$ cat src/rtl/riscv_pkg.sv
// Shared core constants and types for the register-file writeback path.
// RF_SIZE spans every thread's 32 architectural registers.
package riscv_pkg;
    localparam int NUM_THREADS = 16;
    localparam int NUM_REGS    = 32;
    localparam int RF_SIZE     = NUM_THREADS * NUM_REGS;

    typedef enum logic [1:0] {
        WB_ALU  = 2'd0,
        WB_LOAD = 2'd1,
        WB_PC4  = 2'd2,
        WB_RSVD = 2'd3
    } wb_sel_t;

    localparam logic [2:0] LB  = 3'b000;
    localparam logic [2:0] LH  = 3'b001;
    localparam logic [2:0] LW  = 3'b010;
    localparam logic [2:0] LBU = 3'b100;
    localparam logic [2:0] LHU = 3'b101;
endpackage

$ cat src/rtl/load_extend.sv
// Selects the addressed byte/half of a loaded word and extends it to DWIDTH.
module load_extend
    import riscv_pkg::*;
#(
    parameter int DWIDTH = 32
) (
    input  logic [DWIDTH-1:0] word,
    input  logic [2:0]        funct3,
    input  logic [1:0]        offset,
    output logic [DWIDTH-1:0] ext
);
    logic [7:0]  byte_sel;
    logic [15:0] half_sel;

    always_comb begin
        byte_sel = word[8*offset +: 8];
        // Halfword loads are aligned, so only offset[1] picks the half.
        half_sel = word[16*offset[1] +: 16];
        case (funct3)
            LB:      ext = {{(DWIDTH-8){byte_sel[7]}}, byte_sel};
            LBU:     ext = {{(DWIDTH-8){1'b0}}, byte_sel};
            LH:      ext = {{(DWIDTH-16){half_sel[15]}}, half_sel};
            LHU:     ext = {{(DWIDTH-16){1'b0}}, half_sel};
            default: ext = word;
        endcase
    end
endmodule

$ cat src/rtl/rf_write_ctrl.sv
// Register-file write port controller: zero-fills the whole file after reset,
// then forwards registered writeback results, suppressing writes to x0.
module rf_write_ctrl
    import riscv_pkg::*;
#(
    parameter int DWIDTH = 32
) (
    input  logic                           clk,
    input  logic                           reset,
    input  logic [$clog2(NUM_THREADS)-1:0] i_thread_index_writeback,
    input  logic                           i_reg_write,
    input  logic [4:0]                     i_rd_addr,
    input  wb_sel_t                        i_wb_sel,
    input  logic [DWIDTH-1:0]              i_alu_result,
    input  logic [DWIDTH-1:0]              i_load_word,
    input  logic [DWIDTH-1:0]              i_pc_plus4,
    input  logic [2:0]                     i_load_funct3,
    input  logic [1:0]                     i_load_offset,
    output logic                           o_wr_en,
    output logic [$clog2(NUM_THREADS)-1:0] o_thread_index,
    output logic [4:0]                     o_write_addr,
    output logic [DWIDTH-1:0]              o_write_data,
    output logic                           o_init_done
);
    localparam int TW = $clog2(NUM_THREADS);
    localparam int CW = $clog2(RF_SIZE);

    localparam logic [0:0] ST_INIT = 1'b0;
    localparam logic [0:0] ST_RUN  = 1'b1;

    logic [0:0]        state_q, state_d;
    logic [CW-1:0]     cnt_q, cnt_d;
    logic              wr_en_q, wr_en_d;
    logic [TW-1:0]     thread_q, thread_d;
    logic [4:0]        addr_q, addr_d;
    logic [DWIDTH-1:0] data_q, data_d;
    logic              init_done_q, init_done_d;
    logic [DWIDTH-1:0] load_ext;
    logic              sel_valid;

    load_extend #(.DWIDTH(DWIDTH)) u_load_extend (
        .word   (i_load_word),
        .funct3 (i_load_funct3),
        .offset (i_load_offset),
        .ext    (load_ext)
    );

    always_comb begin
        state_d     = state_q;
        cnt_d       = cnt_q;
        // Lags the state by one cycle so done rises after the last sweep write.
        init_done_d = (state_q == ST_RUN);
        sel_valid   = 1'b1;
        wr_en_d     = 1'b0;
        thread_d    = i_thread_index_writeback;
        addr_d      = i_rd_addr;
        data_d      = '0;

        if (state_q == ST_INIT) begin
            wr_en_d  = 1'b1;
            thread_d = cnt_q[CW-1:5];
            addr_d   = cnt_q[4:0];
            data_d   = '0;
            cnt_d    = cnt_q + 1'b1;
            if (cnt_q == CW'(RF_SIZE - 1)) begin
                state_d = ST_RUN;
                cnt_d   = '0;
            end
        end else begin
            case (i_wb_sel)
                WB_ALU:  data_d = i_alu_result;
                WB_LOAD: data_d = load_ext;
                WB_PC4:  data_d = i_pc_plus4;
                default: begin
                    data_d    = '0;
                    sel_valid = 1'b0;
                end
            endcase
            wr_en_d = i_reg_write && (i_rd_addr != 5'd0) && sel_valid;
        end
    end

    always_ff @(posedge clk) begin
        if (reset) begin
            state_q     <= ST_INIT;
            cnt_q       <= '0;
            wr_en_q     <= 1'b0;
            thread_q    <= '0;
            addr_q      <= '0;
            data_q      <= '0;
            init_done_q <= 1'b0;
        end else begin
            state_q     <= state_d;
            cnt_q       <= cnt_d;
            wr_en_q     <= wr_en_d;
            thread_q    <= thread_d;
            addr_q      <= addr_d;
            data_q      <= data_d;
            init_done_q <= init_done_d;
        end
    end

    assign o_wr_en        = wr_en_q;
    assign o_thread_index = thread_q;
    assign o_write_addr   = addr_q;
    assign o_write_data   = data_q;
    assign o_init_done    = init_done_q;
endmodule

$ cat config.mk
export PLATFORM = sky130hd
export DESIGN_NAME = rf_write_ctrl
export DESIGN_NICKNAME = d
export VERILOG_FILES = /design/src/rtl/riscv_pkg.sv /design/src/rtl/load_extend.sv /design/src/rtl/rf_write_ctrl.sv
export SDC_FILE = /design/constraint.sdc
export NUM_CORES = 1
export LEC_CHECK = 0
export BUFFER_PORTS_ARGS = -buffer_cell sky130_fd_sc_hd__clkbuf_2
export CAP_MARGIN = 25
export CORE_ASPECT_RATIO = 1.25
export CORE_UTILIZATION = 35
export CTS_CLUSTER_SIZE = 10
export DETAILED_ROUTE_END_ITERATION = 8
export GPL_TIMING_DRIVEN = 0
export PLACE_DENSITY = 0.66
export SYNTH_ARGS = -nofsm -noshare
export SYNTH_HDL_FRONTEND = slang
export SYNTH_SLANG_ARGS = --single-unit
$ cat constraint.sdc
create_clock -name clk -period 5.8 [get_ports clk]
set_input_delay 0.58 -clock clk [delete_from_list [all_inputs] [get_ports clk]]
set_output_delay 0.58 -clock clk [all_outputs]
set_load 0.02 [all_outputs]
# --- Word level (Yosys, flattened, before mapping) ---
# Cells that the tools add are included.
totals:
  register_bits: 53
  inputBits: 115
op_classes:
  addsub: 1
  n_eq_ne: 6
  n_shift: 2
  n_mux: 10
  bitwise: 1
  n_reduce_logical: 7
op_table:
  columns: ["operator", "count"]
  rows:
  - ["$pmux 32 s4", 1]
  - ["$pmux 32 s3", 1]
  - ["$shiftx 32x6->16", 1]
  - ["$shiftx 32x6->8", 1]
  - ["$add 9x1->9 const B", 1]
  - ["$eq 9x9->1 const B", 1]
  - ["$mux 9", 1]
  - ["$eq 3x3->1 const B", 2]
  - ["$mux 1", 5]
  - ["$mux 5", 1]
  - ["$reduce_bool 5->1", 1]
  - ["$mux 4", 1]
  - ["$eq 3x1->1 const B", 1]
  - ["$logic_not 3->1", 1]
  - ["$reduce_or 3->1", 1]
  - ["$eq 2x1->1 const B", 1]
  - ["$eq 2x2->1 const B", 1]
  - ["$logic_and 1x1->1", 2]
  - ["$logic_not 2->1", 1]
  - ["$reduce_or 2->1", 1]
  - ["$not 1->1", 1]

# --- Depth between registers and ports, before layout ---
# Gate-level depths: netlist of the first run.
logic_depth:
  depth_word: 6
  ltp_mapped: 9
  ltp_nobuf: 8

# --- Cells and area by module ---
# Synthesis of the first run repeated with hierarchy kept, for this count alone.
hier_totals:
  hier_cells: 385
  area_unflattened_um2: 3200.6
by_module_without_submodules:
  columns: ["module", "instances", "cells_per_inst", "area_per_inst_um2", "seq_area_each_um2"]
  rows:
  - ["rf_write_ctrl", 1, 269, 2448.6, 1061.0]
  - ["load_extend", 1, 116, 752.0, 0.0]

# --- Least setup slack after synthesis of the first run ---
# No wires, ideal clock.
synth_timing:
  path_type: "flip-flop to flip-flop"
  startpoint: "register cnt_q[0]"
  endpoint: "register cnt_q[7]"
  setup_time_ns: 0.074
  arrival_ns: 2.027
  path_slack_ns: 3.699
  stages_incl_launch_ff: 10
  period_less_slack_ns: 2.101
  cell_sequence: "dfxtp_1 ha_1 and3_1 nand3_1 nor2_1 ha_1 clkbuf_1 or2_2 or4_1 a31oi_1"
synth_via:
  elab_chain_cells: 2
  word_cells_on_any_way: 3
synth_rtl:
  columns: ["item", "line", "rtl"]
  rows:
  - ["from (decl)", "rf_write_ctrl.sv:32", "logic [CW-1:0] cnt_q, cnt_d;"]
  - ["from (signal assigned)", "rf_write_ctrl.sv:94", "cnt_q <= cnt_d;"]
  - ["$add 9x1->9 or $eq 9x9->1 (tied branches)", "rf_write_ctrl.sv:64, rf_write_ctrl.sv:65", null]
  - ["$mux 9 *", "rf_write_ctrl.sv:65", "if (cnt_q == CW'(RF_SIZE - 1)) begin"]
# Every way passes the cells marked *; elsewhere a longest branch is shown, timed or not.
# A chain may end at the register's enable or synchronous reset.

# --- Worst setup path after layout of the first run ---
# Ends and elaborated chain as after synthesis.

==> impl_metrics.tcl, run 1 <==
set metrics [dict create \
    area_growth_pct 35.3 \
    fin_setup_tns_ns 0 \
    synth_cells 306 \
    syn-cell-area_mm2 0.00280 \
    crit_fanout 9 \
    syn-num-nets 423 \
    finalHoldViolCount 0 \
    cpMostUsedCell "ha_1" \
    worstHoldPathType "in -> reg" \
    end_kind "flip-flop" \
    fillers 798 \
    fin_hold_ws_ns 0.505 \
    cts_setup_buffers 0 \
    cts-root-buf "clkbuf_8" \
    synth.distinct_cells 37 \
    yosys.area_share.simple 0.179 \
    multi_input_area_mm2 0.00162 \
    regArea_mm2 0.00106 \
    required_ns 6.05 \
    dieArea_mm2 0.00836 \
    fin_util 0.486 \
    clock.fmax_ghz 0.432 \
    fin_worst_skew_ns 0.0148 \
    crit_arrival_ns 2.56 \
    synth_mux_area_frac 0.194 \
    vias 3008 \
    synth_ff_type "dfxtp_1" \
    cp-startpoint "cnt_q[0]" \
    outcome "complete, no violations" \
    setup_viol 0 \
    rsz0062_at_grt "false" \
    cts_resized 0 \
    yosys.area.top_type_share 0.379 \
    fin_crit_ns 2.32 \
    hpwl_mm 7.30 \
    yosys.area.top_type "dfxtp_1" \
    yosys_warnings 0 \
    ys_seq_elements 53 \
    clk_latency_ns 0.32 \
    htree_num_levels 2 \
    cellPowerDensity_mw_per_mm2 191 \
    drc 0 \
    cp_slowest_stage_delay_ns 0.39 \
    globalRouteTotalUtil 0.216 \
    ant_nets 0 \
    routed_wl_mm 9.11 \
    start_kind "flip-flop" \
    final_cell_area_mm2 0.00379 \
    grt_max_degree 19 \
    place_area_mm2 0.00369 \
    drv_slew 0 \
    cp_top_family "simple AND/OR/NAND/NOR gates" \
    cts_buffers 5 \
    maxCapViolations 0 \
    die_w_um 82 \
    wire_per_inst_um 16.1 \
    port_buffers 155 \
    rows 36 \
    synth_edf_count 0 \
    min_period_over_period 0.399 \
    coreArea_mm2 0.00779 \
    cpMaxStageDelayCell "or4_1" \
    p_leak_nw 1.76 \
    avgSynthCellArea_um2 9.15 \
    grt_pass1_wl_mm 13.6 \
    crit_type "reg -> reg" \
    antenna_cells_inserted 0 \
    crit_buf_inv 1 \
    tightest_slew_ns 0.857 \
    synth_compound_area_frac 0.197 \
    ys_top_cells_by_area "dfxtp_1, mux2i_1, mux2_2, a221o_1, nor2_1" \
    clockBufferDepth 2 \
    synth_xor_area_frac 0 \
    relSlewSlack 0.427 \
    start_util 0.359 \
    io_pins 158 \
    cts_hold_buffers 0 \
    path_clk_slew_ns 0.10 \
    r2r_start "cnt_q[0]" \
    viasPerCell 5.33 \
    async_flop_share 0 \
    die_y_um 102 \
    grt_pass1_vias 2837 \
    fin_nets 585 \
    total_power_w 0.000724 \
    place.gp.congestion 0.879 \
    synth_top_family_by_area "compound AO/OA/AOI/OAI gates" \
    crit_chain "ha_1 -> and3_1 -> nand3_1 -> nor2_1 -> ha_1 -> clkbuf_1 -> or2_2 -> or4_1 -> a31oi_1" \
    clock_sinks 53 \
    overflow 0 \
    layout-drive-gt1-share 0.412 \
    cts_tree "done" \
    drtPass1Iterations 4 \
    vdd_drop_max_v 0.000105 \
    yosysSeqAreaShare 0.379 \
    hp-start "i_thread_index_writeback[1]" \
    antenna_found_initial 0 \
    drtIter0Drc 161 \
    synth_fa_ha_area_frac 0.00894 \
]
[layer usage]
| metal | global-route usage | vias up | share of wire |
|---|---|---|---|
| li1 | - | 1463 | - |
| met1 | 0.232 | 1384 | 0.38 |
| met2 | 0.418 | 148 | 0.53 |
| met3 | 0.0366 | 13 | 0.074 |
| met4 | 0.0702 | 0 | 0.018 |
| met5 | 0 | - | 0 |
[layout by cell type (no fill, tap or decap), drive strengths merged, types with 11 or more instances in the layout]
| master | netlist | layout |
|---|---|---|
| nor3 | 11 | 11 |
| o21ai | 24 | 24 |
| nor2 | 42 | 42 |
| mux2i | 34 | 34 |
| a221o | 16 | 16 |
| mux2 | 16 | 16 |
| clkbuf | 11 | 171 |
| buf | 12 | 12 |
| dfxtp | 53 | 53 |
[synth_stat cells, drive strengths merged, types with 4 or more instances]
library cell	count
o22ai	8
nor2b	10
nor3	11
clkbuf	11
buf	12
nand2	4
a21oi	8
mux2i	34
mux2	16
a221o	16
a31oi	10
nor3b	10
a2bb2oi	7
dfxtp	53
o21ai	24
nor2	42
[report_power, final]
group,internal (W),total [W],switching [W]
registers,0.000367,0.000369,0.00000231
clock network,0.0000876,0.000225,0.000137
logic,0.0000650,0.000129,0.0000644
total,0.000520,0.000724,0.000204
[worst reg2reg max path, delay by kind of cell, from the launching register on]
kind / cells / cell delay (ns)
AOI/OAI and AO/OA: 1 / 0.15
adders and majority gates: 2 / 0.39
buffers and inverters: 1 / 0.20
DFF: 1 / 0.36
and+or+nand+nor: 5 / 1.14
[state kept, by name, indices dropped and copies added (netlist names)]
register,count
o_thread_index,4
cnt_q,9
o_init_done,1
o_write_data,32
init_done_d,1
o_write_addr,5
o_wr_en,1
[kinds of logic (layout without fill, tap and decap cells)]
family,Yosys count,in the layout
mux,51,51
compound gates,78,78
buf+inv,26,189
simple gates,96,96
fa+ha+maj,2,2
flops,53,53
[path summary, 6_finish.rpt]
check,endpoint,slack (ns),depth (start not counted)
max,cnt_q[7],3.48,9
min reg2reg,cnt_q[2],0.53,2
min,o_thread_index[1],0.50,3
max reg2reg,cnt_q[7],3.48,9
[metrics by stage]
step / std cells / worst slack [ns]
5_1_grt: 564 / 3.32
3_5_place_dp: 556 / 3.49
2_1_floorplan: 306 / 3.70
3_3_place_gp: 556 / 3.53
6_report: 564 / 3.48
4_1_cts: 564 / 3.48
[final cells by class]
cell class | instances | share of cell area
Tap cell | 95 | 0.0314
Inverter | 3 | 0.00297
Clock inverter | 3 | 0.00661
Timing Repair Buffer | 155 | 0.205
Buffer | 23 | 0.0287
Sequential cell | 53 | 0.280
Clock buffer | 5 | 0.0182
Multi-Input combinational cell | 227 | 0.427
Power figures use the tool's default switching activity.
==> run 2: changes to the inputs <==
PLACE_DENSITY = 0.68   (was 0.66)
clock period = 2 ns   (was 5.8 ns; I/O delays follow)
==> impl_metrics.tcl, run 2 (synthesis gave the netlist of run 1 again) <==
set metrics [dict create \
    outcome "complete, no violations" \
    wire_per_inst_um 16.1 \
    fin_worst_skew_ns 0.00415 \
    fin_crit_ns 1.93 \
    antenna_found_initial 0 \
    htree_num_levels 2 \
    layout-drive-gt1-share 0.430 \
    layout_common_cells "clkbuf_2, dfxtp_1, nor2_1" \
    drc 0 \
    io_pins 158 \
    globalRouteTotalUtil 0.216 \
    crit_arrival_ns 2.17 \
    cp_top_family "simple AND/OR/NAND/NOR gates" \
    maxCapViolations 0 \
    die_y_um 102 \
    cp_slowest_stage_delay_ns 0.42 \
    coreArea_mm2 0.00779 \
    cts-root-buf "clkbuf_8" \
    clockBufferDepth 2 \
    crit_type "reg -> reg" \
    drv_slew 0 \
    rows 36 \
    vias 3047 \
    cts_buffers 5 \
    fin_setup_tns_ns 0 \
    crit_chain "ha_4 -> and3_4 -> nand3_2 -> nor2_1 -> ha_4 -> or2_2 -> or4_1 -> a31oi_1" \
    antenna_cells_inserted 0 \
    drtIter0Drc 142 \
    ff2ff_setup_slack_ns 0.07 \
    required_ns 2.24 \
    start_kind "flip-flop" \
    hpwl_mm 7.17 \
    worstHoldPathType "in -> reg" \
    cpMostUsedCell "ha_4" \
    viasPerCell 5.37 \
    vdd_drop_max_v 0.000366 \
    grt_max_degree 17 \
    clk_latency_ns 0.31 \
    drtPass1Iterations 4 \
    cpMaxStageDelayCell "or4_1" \
    min_period_over_period 0.966 \
    cellPowerDensity_mw_per_mm2 576 \
    start_util 0.359 \
    largest_reg_flops 32 \
    clock.fmax_ghz 0.518 \
    die_w_um 82 \
    fin_ws_ns 0.0679 \
    dp_slack_ns -0.120 \
    port_buffers 155 \
    tightest_slew_ns 0.891 \
    area_growth_pct 38.5 \
    place.gp.congestion 0.922 \
    relSlewSlack 0.405 \
    grt_pass1_vias 2869 \
    setup_viol 0 \
    clock_sinks 53 \
    crit_fanout 4 \
    final_cells 567 \
    fin_nets 588 \
    dieArea_mm2 0.00836 \
    final_common_cell "clkbuf_2" \
    end_kind "flip-flop" \
    cts_hold_buffers 0 \
    fin_util 0.498 \
    placed_cells 556 \
    overflow 0 \
    crit_buf_inv 0 \
    p_leak_nw 1.79 \
    routed_wl_mm 9.12 \
    cts_tree "done" \
    grt_pass1_wl_mm 13.6 \
    path_clk_slew_ns 0.10 \
    ant_nets 0 \
    finalHoldViolCount 0 \
]
[run 2: cell count changes in the layout (fill, tap and decap cells not counted), moves of 2 or more]
cell and change:
buf_4 +4, dfxtp_1 -2, dfxtp_2 +2, ha_1 -2, ha_4 +2
[run 2: worst paths after layout]
kind,startpoint,cells past startpoint,end
hold / removal,i_thread_index_writeback[3],3,o_thread_index[3]
hold reg to reg,cnt_q[2],2,cnt_q[2]
setup reg to reg,cnt_q[0],8,cnt_q[7]
setup / recovery,cnt_q[0],8,cnt_q[7]
[run 2: worst reg2reg max path: stages, from the launching register on]
cell and delay, ns:
dfxtp_2 0.35, ha_4 0.17, and3_4 0.19, nand3_2 0.08
nor2_1 0.07, ha_4 0.16, or2_2 0.29, or4_1 0.42
a31oi_1 0.14
[run 2: layout make-up]
| class | instances | area [um2] |
|---|---|---|
| Buffer | 22 | 105 |
| Tap cell | 95 | 119 |
| Inverter | 3 | 11.3 |
| Clock inverter | 2 | 37.5 |
| Multi-Input combinational cell | 227 | 1650 |
| Fill cell | 758 | 3910 |
| Clock buffer | 6 | 82.6 |
| Sequential cell | 53 | 1060 |
| Timing Repair Buffer | 159 | 806 |
[run 2: where the power goes]
| group | internal [W] | switching (W) |
|---|---|---|
| Clock | 0.000407 | 0.000367 |
| Combinational | 0.000196 | 0.000192 |
| Sequential | 0.00106 | 0.00000690 |
| Total | 0.00167 | 0.000566 |
[run 2: timing repair]
| action | in CTS | in global routing |
|---|---|---|
| resized for setup | 4 | 2 |
| pin swaps | 1 | 1 |
| buffers inserted | 2 | 2 |
| endpoints found under the setup margin | 3 | 3 |
[run 2: per-layer routing]
metal	share of wire	vias up	track usage	routed length, um
li1	-	1457	-	-
met1	0.39	1415	0.236	3580
met2	0.51	155	0.395	4620
met3	0.075	20	0.0482	686
met4	0.025	0	0.0864	231
met5	0	-	0	0
[run 2: per-stage QoR]
step	power, W	hold WS (ns)	instance area, um2
after global placement	0.00146	0.447	3710
final	0.00223	0.128	3880
after global routing	0.00234	0.130	3880
after floorplan	0.00129	0.339	2820
after CTS	0.00224	0.123	3850
after detailed placement	0.00147	0.454	3710
==> run 3: changes to the inputs <==
ABC_AREA = 1   (was unset)
PLACE_DENSITY = 0.66   (was 0.68)
==> impl_metrics.tcl, run 3 <==
set metrics [dict create \
    outcome "complete, no violations" \
    wire_per_inst_um 13.8 \
    antenna_cells_inserted 0 \
    die_y_um 111 \
    port_buffers 154 \
    die_w_um 88.9 \
    fin_crit_ns 1.61 \
    overflow 0 \
    clockBufferDepth 2 \
    cts_hold_buffers 0 \
    cts_buffers 5 \
    fin_setup_tns_ns 0 \
    sw_frac_of_total 0.297 \
    grt_max_degree 20 \
    htree_num_levels 2 \
    p_leak_nw 2.33 \
    antenna_found_initial 0 \
    layout_common_cells "clkbuf_2, nand2_1, nand3_1" \
    async_flop_share 0 \
    synth_edf_count 0 \
    total_power_w 0.00248 \
    synth.distinct_cells 32 \
    fin_ws_ns 0.387 \
    viasPerCell 4.82 \
    cts_tree "done" \
    p_int_w 0.00175 \
    vdd_drop_max_v 0.000302 \
    relSlewSlack 0.670 \
    worstHoldPathType "in -> reg" \
    place_area_mm2 0.00423 \
    area_growth_pct 32.6 \
    dp_slack_ns 0.394 \
    tightest_slew_ns 0.496 \
    drv_slew 0 \
    finalHoldViolCount 0 \
    crit_type "reg -> reg" \
    start_util 0.360 \
    drtPass1Iterations 4 \
    clk_latency_ns 0.29 \
    grt_pass1_wl_mm 17.9 \
    yosys.cell_count.top_type "nand2_1" \
    setup_viol 0 \
    rows 39 \
    clkPwrFrac 0.364 \
    hpwl_mm 9.20 \
    cellPowerDensity_mw_per_mm2 567 \
    min_period_over_period 0.806 \
    syn-num-nets 643 \
    dieArea_mm2 0.00984 \
    path_clk_slew_ns 0.08 \
    routed_wl_mm 11.2 \
    grt_pass1_vias 3736 \
    start_kind "flip-flop" \
    cts-root-buf "clkbuf_16" \
    globalRouteTotalUtil 0.238 \
    yosys.area.top_type "dfxtp_1" \
    synth_ff_type "dfxtp_1" \
    p_switching_w 0.000737 \
    layout-drive-gt1-share 0.320 \
    rsz0062_at_grt "false" \
    yosys_warnings 0 \
    fin_worst_skew_ns 0.00665 \
    vias 3912 \
    ys_seq_elements 53 \
    synthTopCellsByCount "nand2_1, nand3_1, inv_1" \
    drtIter0Drc 139 \
    place.gp.congestion 0.919 \
    cts_resized 0 \
    io_pins 158 \
    final_cell_area_mm2 0.00438 \
    clock_sinks 53 \
    cts_setup_buffers 0 \
    final_cells 811 \
    synth_cells 526 \
    ant_nets 0 \
    avgSynthCellArea_um2 6.28 \
    ys_top_cells_by_area "dfxtp_1, nand3_1, nand2_1, inv_1, a21oi_1" \
    fillers 1026 \
    crit_fanout 6 \
    yosys.area.top_type_share 0.321 \
    final_common_cell "clkbuf_2" \
    clock.fmax_ghz 0.620 \
    coreArea_mm2 0.00917 \
    power_frac_seq 0.431 \
    crit_arrival_ns 1.80 \
    drc 0 \
    largest_reg_flops 32 \
    required_ns 2.18 \
    yosysSeqAreaShare 0.321 \
    end_kind "flip-flop" \
    placed_cells 803 \
    power_frac_comb 0.205 \
    syn-cell-area_mm2 0.00330 \
    maxCapViolations 0 \
    fin_nets 804 \
]
## run 3: worst paths after layout
| check | from | endpoint | slack, ns | cells past startpoint |
|---|---|---|---|---|
| max | cnt_q[1] | cnt_q[2] | 0.39 | 9 |
| min | i_rd_addr[1] | o_write_addr[1] | 0.12 | 3 |
| min reg2reg | cnt_q[7] | cnt_q[7] | 0.51 | 3 |
| max reg2reg | cnt_q[1] | cnt_q[2] | 0.39 | 9 |
## run 3: final cells by class
cell class                      count  area (um2)  area share
Clock inverter                      3        28.8     0.00657
Sequential cell                    53        1060       0.242
Inverter                           68         270      0.0617
Buffer                             32         173      0.0394
Timing Repair Buffer              154         771       0.176
Clock buffer                        5         125      0.0285
Tap cell                          123         154      0.0351
Multi-Input combinational cell    373        1800       0.411
## run 3: critical path: stages (launching register included)
cell and delay, ns:
dfxtp_1 0.39, ha_1 0.21, nand2_1 0.06, inv_1 0.09, nand4_1 0.11, nor2_1 0.13
ha_1 0.18, nand2_1 0.06, nand2_1 0.18, nor3_1 0.08
## run 3: cell families (layout without fill, tap and decap cells)
logic type / count (synthesis) / in the layout / synth area share
AO/OA/AOI/OAI: 83 / 83 / 0.143
adder cells (fa/ha/maj): 2 / 2 / 0.00757
buffers and inverters: 100 / 262 / 0.134
flip-flops: 53 / 53 / 0.321
AND/OR/NAND/NOR: 288 / 288 / 0.394
## run 3: metrics by stage
stage                     hold slack (ns)  utilization
after global routing                0.127        0.478
after CTS                           0.114        0.478
final                               0.119        0.478
after floorplan                     0.269            -
after global placement              0.420        0.461
after detailed placement            0.425        0.461
## run 3: per-layer routing
layer | vias to the layer above | global-route usage | part of all wire
met3 | 17 | 0.0321 | 0.051
li1 | 2009 | - | -
met5 | - | 0 | 0
met1 | 1760 | 0.284 | 0.42
met2 | 126 | 0.424 | 0.50
met4 | 0 | 0.0806 | 0.026
## run 3: power groups by stage
stage	Clock (W)	Combinational, W	Sequential [W]
detailed placement	0	0.000506	0.00110
floorplan	0	0.000290	0.00110
global placement	0	0.000505	0.00109
global route	0.000965	0.000572	0.00107
finish	0.000904	0.000509	0.00107
CTS	0.000925	0.000509	0.00107
